## src/rtl/sram_fifo_pkg.sv

```systemverilog
// rtl/sram_fifo_pkg.sv - shared constants and types for the SRAM-backed byte FIFO
package sram_fifo_pkg;

    localparam int FIFO_AW   = 10;
    localparam int DEPTH     = 1 << FIFO_AW;
    localparam int RD_LAT    = 1;
    localparam int BUF_DEPTH = 2;

    typedef logic [FIFO_AW-1:0] ptr_t;
    typedef logic [FIFO_AW:0]   cnt_t;
    typedef logic [1:0]         buf_cnt_t;

endpackage

```

## src/rtl/sram_fifo_prefetch_buf.sv

```systemverilog
// rtl/sram_fifo_prefetch_buf.sv - 2-entry registered output buffer fed by SRAM read returns
module sram_fifo_prefetch_buf
    import sram_fifo_pkg::*;
#(
    parameter int DATA_WIDTH = 8
) (
    input  logic                  clk,
    input  logic                  rst_n,
    input  logic                  clr,
    input  logic                  push,
    input  logic [DATA_WIDTH-1:0] push_data,
    input  logic                  pop,
    output logic [DATA_WIDTH-1:0] head_data,
    output buf_cnt_t              count
);

    logic [DATA_WIDTH-1:0] mem [BUF_DEPTH];
    logic                  wr_idx;
    logic                  rd_idx;

    assign head_data = mem[rd_idx];

    // Storage is only zeroed at reset so out_data reads 0 until the first byte lands.
    always_ff @(posedge clk or negedge rst_n) begin
        if (!rst_n) begin
            for (int i = 0; i < BUF_DEPTH; i++) begin
                mem[i] <= '0;
            end
            wr_idx <= 1'b0;
            rd_idx <= 1'b0;
            count  <= '0;
        end else if (clr) begin
            wr_idx <= 1'b0;
            rd_idx <= 1'b0;
            count  <= '0;
        end else begin
            if (push) begin
                mem[wr_idx] <= push_data;
                wr_idx      <= ~wr_idx;
            end
            if (pop) begin
                rd_idx <= ~rd_idx;
            end
            count <= count + buf_cnt_t'(push) - buf_cnt_t'(pop);
        end
    end

endmodule

```

## src/rtl/sram_stream_fifo_ctrl.sv

```systemverilog
// rtl/sram_stream_fifo_ctrl.sv - byte-stream FIFO over a 1r1w SRAM macro with read prefetch
module sram_stream_fifo_ctrl
    import sram_fifo_pkg::*;
#(
    parameter int DATA_WIDTH = 8,
    parameter int ADDR_WIDTH = 10,
    parameter int MAC_AW     = 12
) (
    input  logic                  clk,
    input  logic                  rst_n,
    input  logic                  clr,
    input  logic                  in_valid,
    output logic                  in_ready,
    input  logic [DATA_WIDTH-1:0] in_data,
    output logic                  out_valid,
    input  logic                  out_ready,
    output logic [DATA_WIDTH-1:0] out_data,
    output logic [ADDR_WIDTH+1:0] level,
    output logic                  sram_csb0,
    output logic                  sram_web0,
    output logic [MAC_AW-1:0]     sram_addr0,
    output logic [DATA_WIDTH-1:0] sram_din0,
    output logic                  sram_csb1,
    output logic [MAC_AW-1:0]     sram_addr1,
    input  logic [DATA_WIDTH-1:0] sram_dout1
);

    localparam logic [ADDR_WIDTH:0] FULL_CNT = (ADDR_WIDTH+1)'(1) << ADDR_WIDTH;

    logic [ADDR_WIDTH-1:0] wr_ptr;
    logic [ADDR_WIDTH-1:0] rd_ptr;
    logic [ADDR_WIDTH:0]   sram_cnt;
    logic                  rd_inflight;
    buf_cnt_t              buf_cnt;
    logic                  wr_en;
    logic                  rd_en;
    logic                  pop;
    logic                  buf_push;
    logic [2:0]            occupied;
    logic [2:0]            slots_cap;

    assign in_ready  = (sram_cnt != FULL_CNT);
    assign wr_en     = in_valid & in_ready & ~clr;
    assign out_valid = (buf_cnt != '0);
    assign pop       = out_valid & out_ready;

    // A read may issue only if its return is guaranteed a buffer slot; a pop this cycle frees one.
    assign occupied  = {1'b0, buf_cnt} + {2'b00, rd_inflight};
    assign slots_cap = 3'(BUF_DEPTH) + {2'b00, pop};
    assign rd_en     = (sram_cnt != '0) & ~clr & (occupied < slots_cap);
    assign buf_push  = rd_inflight & ~clr;

    always_ff @(posedge clk or negedge rst_n) begin
        if (!rst_n) begin
            wr_ptr      <= '0;
            rd_ptr      <= '0;
            sram_cnt    <= '0;
            rd_inflight <= 1'b0;
        end else if (clr) begin
            wr_ptr      <= '0;
            rd_ptr      <= '0;
            sram_cnt    <= '0;
            rd_inflight <= 1'b0;
        end else begin
            if (wr_en) begin
                wr_ptr <= wr_ptr + 1'b1;
            end
            if (rd_en) begin
                rd_ptr <= rd_ptr + 1'b1;
            end
            sram_cnt    <= sram_cnt + (ADDR_WIDTH+1)'(wr_en) - (ADDR_WIDTH+1)'(rd_en);
            rd_inflight <= rd_en;
        end
    end

    sram_fifo_prefetch_buf #(
        .DATA_WIDTH (DATA_WIDTH)
    ) u_buf (
        .clk       (clk),
        .rst_n     (rst_n),
        .clr       (clr),
        .push      (buf_push),
        .push_data (sram_dout1),
        .pop       (pop),
        .head_data (out_data),
        .count     (buf_cnt)
    );

    assign level = (ADDR_WIDTH+2)'(sram_cnt) + (ADDR_WIDTH+2)'(rd_inflight)
                 + (ADDR_WIDTH+2)'(buf_cnt);

    assign sram_csb0  = ~wr_en;
    assign sram_web0  = 1'b0;
    assign sram_addr0 = wr_en ? MAC_AW'(wr_ptr) : '0;
    assign sram_din0  = wr_en ? in_data : '0;
    assign sram_csb1  = ~rd_en;
    assign sram_addr1 = rd_en ? MAC_AW'(rd_ptr) : '0;

endmodule

```

## config.mk

```make
export PLATFORM = sky130hd
export DESIGN_NAME = sram_stream_fifo_ctrl
export DESIGN_NICKNAME = d
export VERILOG_FILES = /design/src/rtl/sram_fifo_pkg.sv /design/src/rtl/sram_fifo_prefetch_buf.sv /design/src/rtl/sram_stream_fifo_ctrl.sv
export SDC_FILE = /design/constraint.sdc
export NUM_CORES = 1
export LEC_CHECK = 0
export ABC_AREA = 1
export BUFFER_PORTS_ARGS = -buffer_cell sky130_fd_sc_hd__clkbuf_2
export CORE_ASPECT_RATIO = 0.7
export CORE_MARGIN = 4
export CORE_UTILIZATION = 56
export DETAILED_ROUTE_END_ITERATION = 6
export GPL_ROUTABILITY_DRIVEN = 0
export GPL_TIMING_DRIVEN = 1
export HOLD_SLACK_MARGIN = 0.03
export PLACE_DENSITY = 0.87
export SYNTH_ARGS = -nofsm -noshare
export SYNTH_HDL_FRONTEND = slang
export SYNTH_HIERARCHICAL = 1
export SYNTH_SLANG_ARGS = --single-unit
```

## constraint.sdc

```tcl
create_clock -name clk -period 4 [get_ports clk]
set_clock_uncertainty 0.1 [all_clocks]
set_input_delay 0.4 -clock clk [delete_from_list [all_inputs] [get_ports clk]]
set_output_delay 0.4 -clock clk [all_outputs]
set_load 0.02 [all_outputs]
```

Word level (Yosys, flattened, before mapping)

Cells that the tools add are included.

Input bits: 21
Flip-flop bits (word level): 52
Logic and storage cells: 65
Output and inout port bits: 57

$add $sub $neg: 10
Bitwise logic cells: 13
Mux-type cells: 20
Eq/ne operators: 1
Reductions and logical operators: 8
Order comparisons: 4

Operator list:

| kind                                                                          | count |
|---|---|
| 10-bit two-way mux                                                            | 6 |
| 8-bit two-way mux                                                             | 5 |
| 10-bit by 1-bit adder with 10-bit output (second input constant)              | 2 |
| 16-bit bitwise mux                                                            | 1 |
| 11-bit by 1-bit adder with 12-bit output                                      | 1 |
| 12-bit by 2-bit adder with 12-bit output                                      | 1 |
| 11-bit by 1-bit adder with 11-bit output                                      | 1 |
| 11-bit two-way mux                                                            | 1 |
| 11-bit != test (second input constant)                                        | 1 |
| 11-bit nonzero test                                                           | 1 |
| 11-bit by 1-bit subtractor with 11-bit output                                 | 1 |
| 2-bit nonzero test                                                            | 5 |
| 8-bit demux with 1-bit select                                                 | 1 |
| 1-bit AND                                                                     | 6 |
| 1-bit two-way mux                                                             | 5 |
| 1-bit inverter                                                                | 5 |
| 2-bit greater-or-equal comparator (second input constant)                     | 2 |
| 1-bit inverter with 2-bit output                                              | 2 |
| 2-bit by 1-bit adder with 3-bit output                                        | 1 |
| 2-bit by 1-bit adder with 3-bit output (first input constant)                 | 1 |
| 3-bit less-than comparator                                                    | 1 |
| 2-bit by 1-bit adder with 2-bit output                                        | 1 |
| 2-bit by 1-bit less-than comparator with 1-bit output (second input constant) | 1 |
| 2-bit two-way mux                                                             | 1 |
| 3 further kinds                                                               | 3 |

Longest topological paths before layout

Gate-level depths: netlist (run 1).

Word-level depth: 7
Gate-level depth with buffers: 23
Depth with buffers taken out: 22

By module

The synthesis (run 1) kept the hierarchy.

By module, submodules not included:

| module                 | instances | area an instance (µm²) | cells an instance |
|---|---|---|---|
| sram_stream_fifo_ctrl  | 1         | 2841.5                 | 401 |
| sram_fifo_prefetch_buf | 1         | 985.9                  | 93 |

Worst setup path after synthesis (run 1)

OpenSTA, ideal clock, no wires.

Path kind: reg-to-reg
Start point: reg sram_cnt[4]
End point: reg sram_cnt[10]
Period minus slack after synthesis: 3127 ps
Setup slack: 873 ps
Setup time: 119 ps
Stages on the path, launching flop included: 23
Path buffers: 1
Arrival: 2908 ps
Cells stage by stage: dfrtp_1 -> inv_1 -> ha_1 -> nand2_1 -> nor2_1 -> nand3_1 -> nand2_2 -> inv_2 -> nand2_2 -> buf_6 -> ha_1 -> inv_1 -> ha_1 -> inv_1 -> fa_1 -> inv_1 -> nand2_1 -> nand2_1 -> nand3_1 -> nand2_1 -> nand2_1 -> a21oi_1 -> nor2_1

Word-level cells in the longest chain between the ends: 6
Elaborated cells between the ends (all ways): 9
Those cells by class: add/sub: 2; eq/ne: 1; mux: 1; bitwise: 4; reduce/logical: 1

RTL lines:

| element                                       | RTL line                    | text |
|---|---|---|
| start: declaration                            | sram_stream_fifo_ctrl.sv:32 | `logic [ADDR_WIDTH:0] sram_cnt;` |
| start signal: assignment                      | sram_stream_fifo_ctrl.sv:71 | `sram_cnt <= sram_cnt + (ADDR_WIDTH+1)'(wr_en) - (ADDR_WIDTH+1)'(rd_en);` |
| 11-bit != test                                | sram_stream_fifo_ctrl.sv:42 | `assign in_ready = (sram_cnt != FULL_CNT);` |
| via in_ready                                  | sram_stream_fifo_ctrl.sv:13 | `output logic in_ready,` |
| 1-bit AND (2 in a row)                        | sram_stream_fifo_ctrl.sv:43 | `assign wr_en = in_valid & in_ready & ~clr;` |
| 11-bit by 1-bit adder with 11-bit output      | sram_stream_fifo_ctrl.sv:71 |  |
| 11-bit by 1-bit subtractor with 11-bit output | sram_stream_fifo_ctrl.sv:71 |  |
| 11-bit two-way mux                            | sram_stream_fifo_ctrl.sv:59 | `end else if (clr) begin` |

The timed path passes the listed nets, and every way through them passes these cells.
A chain may end at the register's enable or synchronous reset.

Worst setup path after layout (run 1)

Start point: reg sram_cnt[4]
End point: reg sram_cnt[10]

Word-level cells in the longest chain between the ends: 6
Elaborated cells between the ends (all ways): 9
Those cells by class: add/sub: 2; eq/ne: 1; mux: 1; bitwise: 4; reduce/logical: 1

RTL lines:

| element                                         | RTL line |
|---|---|
| 11-bit != test                                  | sram_stream_fifo_ctrl.sv:42 |
| 1-bit AND (2 in a row)                          | sram_stream_fifo_ctrl.sv:43 |
| 11-bit by 1-bit adder with 11-bit output        | sram_stream_fifo_ctrl.sv:71 |
| 11-bit by 1-bit subtractor with 11-bit output * | sram_stream_fifo_ctrl.sv:71 |
| 11-bit two-way mux *                            | sram_stream_fifo_ctrl.sv:59 |

Every way passes the cells marked *; elsewhere a longest branch is shown, timed or not.

==> results of run 1 <==
through the flow:
| step | util [%] | setup slack, ns | area (µm²) |
|---|---|---|---|
| after detailed placement | 65.3 | 0.440 | 4200 |
| after global placement | 65.3 | 0.751 | 4200 |
| final | 66.8 | 0.333 | 4290 |
| after floorplan | - | 0.873 | 3840 |
| after CTS | 66.8 | 0.417 | 4290 |
| after global routing | 66.8 | 0.0249 | 4290 |
worst max-delay path by stage:
stage	from	endpoint	slack (ns)	depth (start not counted)
after floorplan	sram_cnt[4]$_DFF_PN0_	sram_cnt[10]$_DFF_PN0_	0.87	22
after global placement	sram_cnt[4]$_DFF_PN0_	sram_cnt[10]$_DFF_PN0_	0.75	21
after detailed placement	sram_cnt[4]$_DFF_PN0_	sram_cnt[10]$_DFF_PN0_	0.44	21
after CTS	sram_cnt[4]$_DFF_PN0_	sram_cnt[10]$_DFF_PN0_	0.42	21
after global routing	sram_cnt[5]$_DFF_PN0_	sram_cnt[10]$_DFF_PN0_	0.02	22
final	sram_cnt[4]$_DFF_PN0_	sram_cnt[10]$_DFF_PN0_	0.33	21
synth_stat cells:
cell type,count
nand3_4,1
fa_1,3
nor3_1,5
buf_2,3
conb_1,1
o22ai_2,1
nor2_2,2
o21ai_2,17
nor2_1,61
nand4_1,7
nor2_4,8
ha_1,30
inv_2,4
buf_4,6
nand3_2,4
nand3_1,30
mux2_2,8
a21oi_1,13
o21ai_1,1
o21bai_1,2
buf_6,6
nand3b_4,1
xor2_1,16
o22ai_1,1
nand2_2,5
buf_8,1
o21ai_0,14
nand2_1,106
inv_1,85
dfrtp_1,52
state kept, by name, indices dropped and copies added (netlist names):
signal        cells
rd_inflight       1
rd_ptr           10
sram_cnt         11
u_buf/count       2
u_buf/mem        16
u_buf/rd_idx      1
u_buf/wr_idx      1
wr_ptr           10
cell families after synthesis:
family	after synthesis	synth area share (%)
and+or+nand+nor	230	27.6
buffers and inverters	105	12.5
DFF	52	34.0
AOI/OAI and AO/OA	49	8.43
adders and majority gates	33	11.4
xor gates and xnor gates	16	3.66
muxes	8	2.35
other	1	0.0980
worst max-delay path, stage by stage, from the launching register on:
cell and delay, ns:
dfrtp_1 0.43, inv_1 0.14, ha_1 0.19, nand2_1 0.07, nor2_1 0.16, nand3_1 0.17, nand2_2 0.16, inv_2 0.10
nand2_2 0.33, ha_1 0.31, inv_1 0.06, ha_1 0.19, inv_1 0.07, fa_1 0.36, inv_1 0.10, nand2_1 0.06
nand2_1 0.08, nand3_1 0.08, nand2_1 0.14, nand2_1 0.09, a21oi_1 0.12, nor2_1 0.06
routing by layer:
layer  part of all wire, %  vias to the layer above
met3                   8.1                       28
met4                   1.9                        0
met2                    45                      162
met1                    45                     1556
li1                      -                     1657
met5                     0                        -
report_power, final:
part           internal, µW  total (µW)  switching (µW)
combinational           564        1620            1060
clock                   141         313             172
sequential              674         828             155
cell type report:
cell class | count | share of cell area (%)
well taps | 91 | 2.65
repair buffers | 75 | 8.92
multi-input cells | 341 | 48.1
clock buffers | 7 | 2.01
flip-flops and latches | 52 | 30.3
clock inverters | 1 | 0.175
inverters | 89 | 7.79
==> flow_summary.json, run 1 <==
{
  "outcome": "finished, final reports clean",
  "overflow": 0,
  "fin_cells": 656,
  "drtAntennaViolNets": 0,
  "power.leakage_uw": 0.00237,
  "cp_data_arrival_time_ns": 3.77,
  "post-route-period-util_pct": 91.7,
  "globalRouteMet3Util_pct": 4.36,
  "grt_pass1_wl_um": 15100,
  "cts_resized": 0,
  "placed_cells": 648,
  "numCtsBuffers": 5,
  "root_buffer": "clkbuf_8",
  "use_met2_pct": 36.9,
  "crit_required_ns": 4.10,
  "synth_largest_area_cell": "dfrtp_1",
  "layout_commonest_cell": "nand2_1",
  "p_total_uw": 2770,
  "start_kind": "register",
  "mostFrequentLayoutCells": "nand2_1, inv_1, clkbuf_2, nor2_1, dfrtp_1",
  "drt-vias-per-instance": 5.19,
  "grtUsageTotal_pct": 22.1,
  "grt_max_degree": 53,
  "finalHoldViolCount": 0,
  "ys_ff_latch": 52,
  "max_slew.worst_pin.slew_ns": 0.689,
  "path_class": "reg -> reg",
  "drtIter0Drc": 271,
  "r2r_start": "sram_cnt[4]$_DFF_PN0_",
  "syn_inst": 494,
  "nFillCells": 538,
  "holdBufCountCts": 0,
  "max_cap_viol_count": 0,
  "max_freq_mhz": 273,
  "multi_input_area_um2": 2060,
  "period_minus_slack_ns": 3.67,
  "cts_sinks": 52,
  "ios": 78,
  "final_nets": 618,
  "fin_tns_setup_ns": 0,
  "diodes": 0,
  "met1_usage_pct": 30.0,
  "finalSetupViolCount": 0,
  "initial_core_util_pct": 59.6,
  "yosysWarnings": 6,
  "synth_area_um2": 3830,
  "rr_worst_depth": 21,
  "place_hpwl_um": 6990,
  "rows": 24,
  "hp-class": "in -> async",
  "yosys-top-cells-area": "dfrtp_1, nand2_1, ha_1",
  "cts_tree": "built",
  "holdWs_ns": 0.115,
  "cts.path.max_buffers": 2,
  "num_vias": 3403,
  "reg2reg_to": "sram_cnt[10]$_DFF_PN0_",
  "yosys.area.top_type_share_pct": 34.0,
  "die_h_um": 77.2,
  "top_usage_layer": "met2",
  "slew_viol_final": 0,
  "reg2reg_slack_ns": 0.33,
  "drc_errors": 0,
  "critPathMaxFanout": 22,
  "drive_gt1_share_pct": 23.5,
  "die_w_um": 107,
  "antenna_found_initial": 0,
  "post_cts_buffers": 0,
  "ys_types": 30,
  "endpoint_kind": "register",
  "ir_worst_vdd_v": 0.000270,
  "rsz0062_at_grt": "false",
  "core_area_um2": 6430,
  "dieArea_um2": 8240,
  "clk_pin_slew_worst_paths_ns": 0.09,
  "grt_pass1_vias": 3234,
  "wl_um": 9110,
  "port_buffers": 72,
  "power.density_nw_per_um2": 645,
  "wire_per_inst_um": 13.9,
  "first_pass_iters": 7,
  "final-seq-area_um2": 1300,
  "clkLatencyLatePin_ns": 0.30,
  "area_growth_pct": 12.1,
  "syn_avg_cell_area_um2": 7.75,
  "relSlewSlack_pct": 54.1,
  "ys_seq_area_share_pct": 34.0,
  "htreeDepth": 2
}
Power figures use the tool's default switching activity.
==> inputs of run 2 (changes only) <==
CORE_ASPECT_RATIO = 2   (was 0.7)
CORE_UTILIZATION = 46   (was 56)
PLACE_DENSITY = 0.75   (was 0.87)
SKIP_LAST_GASP = 1   (was default)
==> flow_summary.json, run 2 (same netlist as run 1, synthesis figures left out) <==
{
  "reg_top3": "u_buf/mem (16), sram_cnt (11)",
  "rows": 46,
  "clkLatencyLatePin_ns": 0.29,
  "first_pass_iters": 4,
  "cp_data_arrival_time_ns": 3.25,
  "post-route-period-util_pct": 79.3,
  "timing.final.ws_setup_ns": 0.829,
  "die_h_um": 137,
  "drt-vias-per-instance": 4.96,
  "crit_required_ns": 4.08,
  "drc_errors": 0,
  "power.internal_uw": 1600,
  "initial_core_util_pct": 47.8,
  "htreeDepth": 2,
  "grtUsageTotal_pct": 17.6,
  "root_buffer": "clkbuf_16",
  "largest_reg_flops": 16,
  "power_frac_clock_pct": 18.9,
  "drtIter0Drc": 188,
  "nFillCells": 743,
  "max_freq_mhz": 315,
  "drive_gt1_share_pct": 23.8,
  "outcome": "finished, final reports clean",
  "sw_frac_of_total_pct": 46.0,
  "place_hpwl_um": 6650,
  "share_comb_of_total_power_pct": 53.3,
  "cts.path.max_buffers": 2,
  "num_vias": 3291,
  "port_buffers": 72,
  "seqPwrFrac_pct": 27.9,
  "period_minus_slack_ns": 3.17,
  "diodes": 0,
  "cts_sinks": 52,
  "top_register": "u_buf/mem",
  "max_cap_viol_count": 0,
  "area_growth_pct": 15.3,
  "grt_pass1_vias": 3210,
  "path_common_cell": "nand2_1",
  "cts_tree": "built",
  "start_kind": "register",
  "post-place-ws_ns": 0.881,
  "endpoint_kind": "register",
  "numCtsBuffers": 5,
  "hp-class": "in -> reg",
  "cpPeakStageDelay_ns": 0.42,
  "cts_resized": 0,
  "cp_cell_sequence": "inv_1 > ha_1 > nand2_1 > nor2_1 > nand3_1 > nand2_2 > inv_2 > nand2_2 > ha_1 > inv_1 > ha_1 > inv_1 > fa_1 > inv_1 > nand2_1 > nand2_1 > nand3_1 > nand2_1 > nand2_1 > a21oi_1 > nor2_1",
  "die_w_um": 72.5,
  "placed_cell_area_um2": 4210,
  "ios": 78,
  "post_cts_buffers": 0,
  "drtAntennaViolNets": 0,
  "wire_per_inst_um": 12.6,
  "antenna_found_initial": 0,
  "clk_pin_slew_worst_paths_ns": 0.07,
  "mostFrequentLayoutCells": "nand2_1, inv_1, clkbuf_2, nor2_1, dfrtp_1",
  "finalSetupViolCount": 0,
  "cp_slowest_cell": "dfrtp_1",
  "grt_max_degree": 39,
  "grt_pass1_wl_um": 13900,
  "netSwitchingPower_uw": 1360,
  "fin_area_um2": 4410,
  "postLayoutCoreUtil_pct": 55.2,
  "ir_worst_vdd_v": 0.000538,
  "overflow": 0,
  "power.density_nw_per_um2": 669,
  "layout_commonest_cell": "nand2_1",
  "finalHoldViolCount": 0,
  "rsz0062_at_grt": "false",
  "fin_tns_setup_ns": 0,
  "critPathMaxFanout": 7,
  "wl_um": 8390,
  "slew_viol_final": 0,
  "power.leakage_uw": 0.00243,
  "path_class": "reg -> reg",
  "core_area_um2": 8000,
  "reg2reg_slack_ns": 0.83,
  "final_nets": 620,
  "dieArea_um2": 9930
}
[run 2: cell count changes in the layout (fill, tap and decap cells not counted), sizes merged]
cell / previous run / this run
buf: 3 / 4
clkinvlp: 1 / 0
bufinv: 0 / 2
inv: 89 / 90
dlygate4sd3: 0 / 1
clkbuf: 79 / 77
[run 2: layout make-up]
type                            count  area, µm²  share of cell area, %
Multi-Input combinational cell    341       2060                   46.8
Inverter                           89        334                   7.57
Tap cell                           96        120                   2.72
Clock inverter                      3       68.8                   1.56
Clock buffer                        5        125                   2.83
Sequential cell                    52       1300                   29.5
Timing Repair Buffer               77        400                   9.07
[run 2: worst paths after layout]
path | startpoint | endpoint | depth (start not counted)
min in group asynchronous | rst_n | rd_ptr[7]$_DFFE_PN0P_ | 2
worst min-delay path | sram_dout1[4] | u_buf/mem[12]$_DFFE_PN0P_ | 3
worst max register to register | sram_cnt[4]$_DFF_PN0_ | sram_cnt[10]$_DFF_PN0_ | 21
worst max-delay path | sram_cnt[4]$_DFF_PN0_ | sram_cnt[10]$_DFF_PN0_ | 21
worst min register to register | u_buf/mem[5]$_DFFE_PN0P_ | u_buf/mem[5]$_DFFE_PN0P_ | 2
max in group asynchronous | rst_n | u_buf/count[0]$_DFF_PN0_ | 3
[run 2: worst max-delay path: cells and delay by family (launching register included)]
family | cells | cell delay [ns]
adder cells (fa/ha/maj) | 4 | 0.90
AO/OA/AOI/OAI | 1 | 0.13
buffers and inverters | 5 | 0.43
flip-flops | 1 | 0.42
AND/OR/NAND/NOR | 11 | 1.10
[run 2: power groups by stage]
| stage | logic [µW] | clock network (µW) | registers (µW) |
|---|---|---|---|
| 2_1_floorplan | 1230 | 0 | 784 |
| 3_5_place_dp | 1570 | 0 | 832 |
| 4_1_cts | 1580 | 570 | 823 |
| 6_report | 1570 | 557 | 822 |
| 3_3_place_gp | 1550 | 0 | 818 |
| 5_1_grt | 1780 | 591 | 845 |
[run 2: through the flow]
step	std cells	total power (µW)	hold WS, ns
after floorplan	498	2010	0.00441
after global placement	654	2360	0.252
after detailed placement	654	2400	0.252
after CTS	663	2970	0.265
after global routing	663	3220	0.290
final	663	2950	0.273
[run 2: repair_timing]
item,4_1_cts,5_1_grt
hold buffers,1,0
endpoints found under the hold margin,14,0
setup endpoints to repair,0,0
[run 2: per-layer routing]
metal	vias to the layer above	share of wire, %	GRT usage (%)
met1	1509	35	17.3
met3	24	4.9	2.65
met4	0	3.9	8.32
met2	96	56	34.5
li1	1662	-	-
met5	-	0	0
==> inputs of run 3 (changes only) <==
ABC_AREA = 0   (was 1)
PLACE_DENSITY = 0.78   (was 0.75)
clock period = 2.7 ns   (was 4 ns; I/O delays follow)
==> flow_summary.json, run 3 <==
{
  "power.density_nw_per_um2": 1120,
  "violations": "negative setup slack",
  "core_area_um2": 7320,
  "wl_um": 8200,
  "layout_commonest_cell": "clkbuf_2",
  "drtAntennaViolNets": 0,
  "synth.most_common_cell": "dfrtp_1",
  "reg_top3": "u_buf/mem (16), sram_cnt (11)",
  "clk_pin_slew_worst_paths_ns": 0.07,
  "rr_worst_depth": 16,
  "area_growth_pct": 34.8,
  "crit_required_ns": 2.79,
  "antenna_found_initial": 0,
  "wire_per_inst_um": 14.5,
  "holdWs_ns": 0.121,
  "top_register": "u_buf/mem",
  "root_buffer": "clkbuf_16",
  "ios": 78,
  "async_reset_ff_share_pct": 100,
  "syn_inst": 347,
  "grtUsageTotal_pct": 18.6,
  "cp_data_arrival_time_ns": 3.41,
  "start_kind": "register",
  "fin_tns_setup_ns": -3.89,
  "period_minus_slack_ns": 3.32,
  "synth_largest_area_cell": "dfrtp_1",
  "ir_worst_vdd_v": 0.000668,
  "r2r_start": "sram_cnt[9]$_DFF_PN0_",
  "htreeDepth": 2,
  "dieArea_um2": 9120,
  "ys_seq_area_share_pct": 37.3,
  "drtIter0Drc": 137,
  "drt-vias-per-instance": 5.11,
  "worstHoldEndpoint": "u_buf/mem[7]$_DFFE_PN0P_",
  "max_freq_mhz": 301,
  "diodes": 0,
  "ys_ff_latch": 52,
  "port_buffers": 72,
  "hold_depth": 2,
  "cts_tree": "built",
  "die_h_um": 131,
  "first_pass_iters": 4,
  "critPathMaxFanout": 3,
  "post-route-period-util_pct": 123,
  "finalHoldViolCount": 0,
  "largest_reg_flops": 16,
  "yosysWarnings": 6,
  "slew_viol_final": 0,
  "place_hpwl_um": 6090,
  "numCtsBuffers": 5,
  "power.leakage_uw": 0.00232,
  "p_total_uw": 5250,
  "postLayoutCoreUtil_pct": 64.2,
  "relSlewSlack_pct": 50.3,
  "num_vias": 2899,
  "synth-main-ff-cell": "dfrtp_1",
  "max_cap_viol_count": 0,
  "grt_pass1_vias": 3025,
  "yosys-top-cells-count": "dfrtp_1, nor2_1, ha_1, inv_1, mux2_2",
  "yosys-top-cells-area": "dfrtp_1, ha_1, mux2_2",
  "ys_types": 50,
  "grt_pass1_wl_um": 14000,
  "clkLatencyLatePin_ns": 0.30,
  "final_nets": 528,
  "timing.final.ws_setup_ns": -0.623,
  "mostFrequentLayoutCells": "clkbuf_2, buf_4, dfrtp_1, nor2_1, mux2_2",
  "endpoint_kind": "register",
  "rows": 44,
  "yosys.area.top_type_share_pct": 37.3,
  "finalSetupViolCount": 9,
  "cts.path.max_buffers": 2,
  "outcome": "finished, violations left",
  "hp-class": "in -> reg",
  "post-place-ws_ns": -0.750,
  "die_w_um": 69.6,
  "overflow": 0,
  "drive_gt1_share_pct": 45.3,
  "cts_sinks": 52,
  "grt_max_degree": 43,
  "reg2reg_slack_ns": -0.62,
  "rsz0062_at_grt": "true",
  "drc_errors": 0,
  "syn_avg_cell_area_um2": 10.1,
  "synth_area_um2": 3490,
  "path_class": "reg -> reg",
  "reg2reg_to": "sram_cnt[10]$_DFF_PN0_",
  "max_slew.worst_pin.slew_ns": 0.745,
  "initial_core_util_pct": 47.6,
  "synth_edf_count": 0,
  "hold_start": "sram_dout1[7]"
}
-- run 3: cell count changes after synthesis, sizes merged, moves of 7 or more --
cell and delta:
inv -60, and2 +28, nand3 -26, o21ai -27, a21oi -7, mux2 +19, nand2 -97, nor2 -30
buf -7, xnor2 +18, nor2b +10
-- run 3: layout make-up --
| cell class | count | area, µm² |
|---|---|---|
| Clock buffer | 5 | 125 |
| Clock inverter | 3 | 46.3 |
| Fill cell | 570 | 2620 |
| Inverter | 29 | 109 |
| Multi-Input combinational cell | 257 | 2200 |
| Sequential cell | 52 | 1300 |
| Tap cell | 92 | 115 |
| Timing Repair Buffer | 129 | 802 |
-- run 3: how the worst max path moves through the flow --
stage	start	to	slack (ns)	cells after the start
after floorplan	sram_cnt[8]$_DFF_PN0_	sram_cnt[10]$_DFF_PN0_	-0.81	18
after global placement	sram_cnt[9]$_DFF_PN0_	sram_cnt[10]$_DFF_PN0_	-0.65	16
after detailed placement	sram_cnt[8]$_DFF_PN0_	sram_cnt[8]$_DFF_PN0_	-0.75	16
after CTS	sram_cnt[9]$_DFF_PN0_	sram_cnt[10]$_DFF_PN0_	-0.64	16
after global routing	sram_cnt[9]$_DFF_PN0_	sram_cnt[10]$_DFF_PN0_	-0.77	17
final	sram_cnt[9]$_DFF_PN0_	sram_cnt[10]$_DFF_PN0_	-0.62	16
-- run 3: through the flow --
stage / instances / cell area, µm²
CTS: 558 / 4580
global placement: 543 / 4260
finish: 567 / 4700
detailed placement: 543 / 4260
floorplan: 351 / 3560
global route: 567 / 4700
-- run 3: worst max-delay path: stages, from the launching register on --
cell and delay [ns]:
dfrtp_1 0.39, inv_2 0.09, ha_4 0.15, nand4_4 0.12, or4_4 0.46, nand3b_4 0.11, nor2_4 0.05, ha_4 0.21
inv_2 0.06, ha_4 0.12, inv_2 0.03, fa_2 0.32, and2b_2 0.25, nor3_4 0.05, o31ai_4 0.28, a211oi_2 0.13
mux2_4 0.30
-- run 3: layer usage --
metal  vias up  routed length, µm  share of wire, %  global-route usage (%)
met2        83               4470                54                    34.7
met3        22                292               3.6                    2.91
met5         -                  0                 0                       0
met1      1399               3180                39                    20.4
li1       1395                  -                 -                       -
met4         0                260               3.2                    7.72
-- run 3: cells by family (layout without fill, tap and decap cells) --
| kind of cell | count (synthesis) | in the layout | synth area share, % |
|---|---|---|---|
| flip-flops | 52 | 52 | 37.3 |
| adder cells (fa/ha/maj) | 33 | 33 | 12.5 |
| AND/OR/NAND/NOR | 134 | 134 | 21.6 |
| AO/OA/AOI/OAI | 24 | 24 | 5.34 |
| other | 1 | 5 | 0.108 |
| XOR/XNOR | 33 | 33 | 8.68 |
| multiplexers | 28 | 28 | 9.00 |
| buffers and inverters | 42 | 166 | 5.52 |
-- run 3: where the power goes --
part	switching [µW]	internal, µW	leakage (µW)
clock network	303	441	0.0000804
registers	177	1020	0.000682
logic	1670	1640	0.00155
total	2150	3100	0.00232
-- run 3: what timing repair did --
item	4_1_cts	5_1_grt
buffers inserted	6	9
hold endpoints to repair	26	0
gates resized for setup	21	19
hold buffers	1	0
pin swaps	3	11
endpoints found under the setup margin	8	14
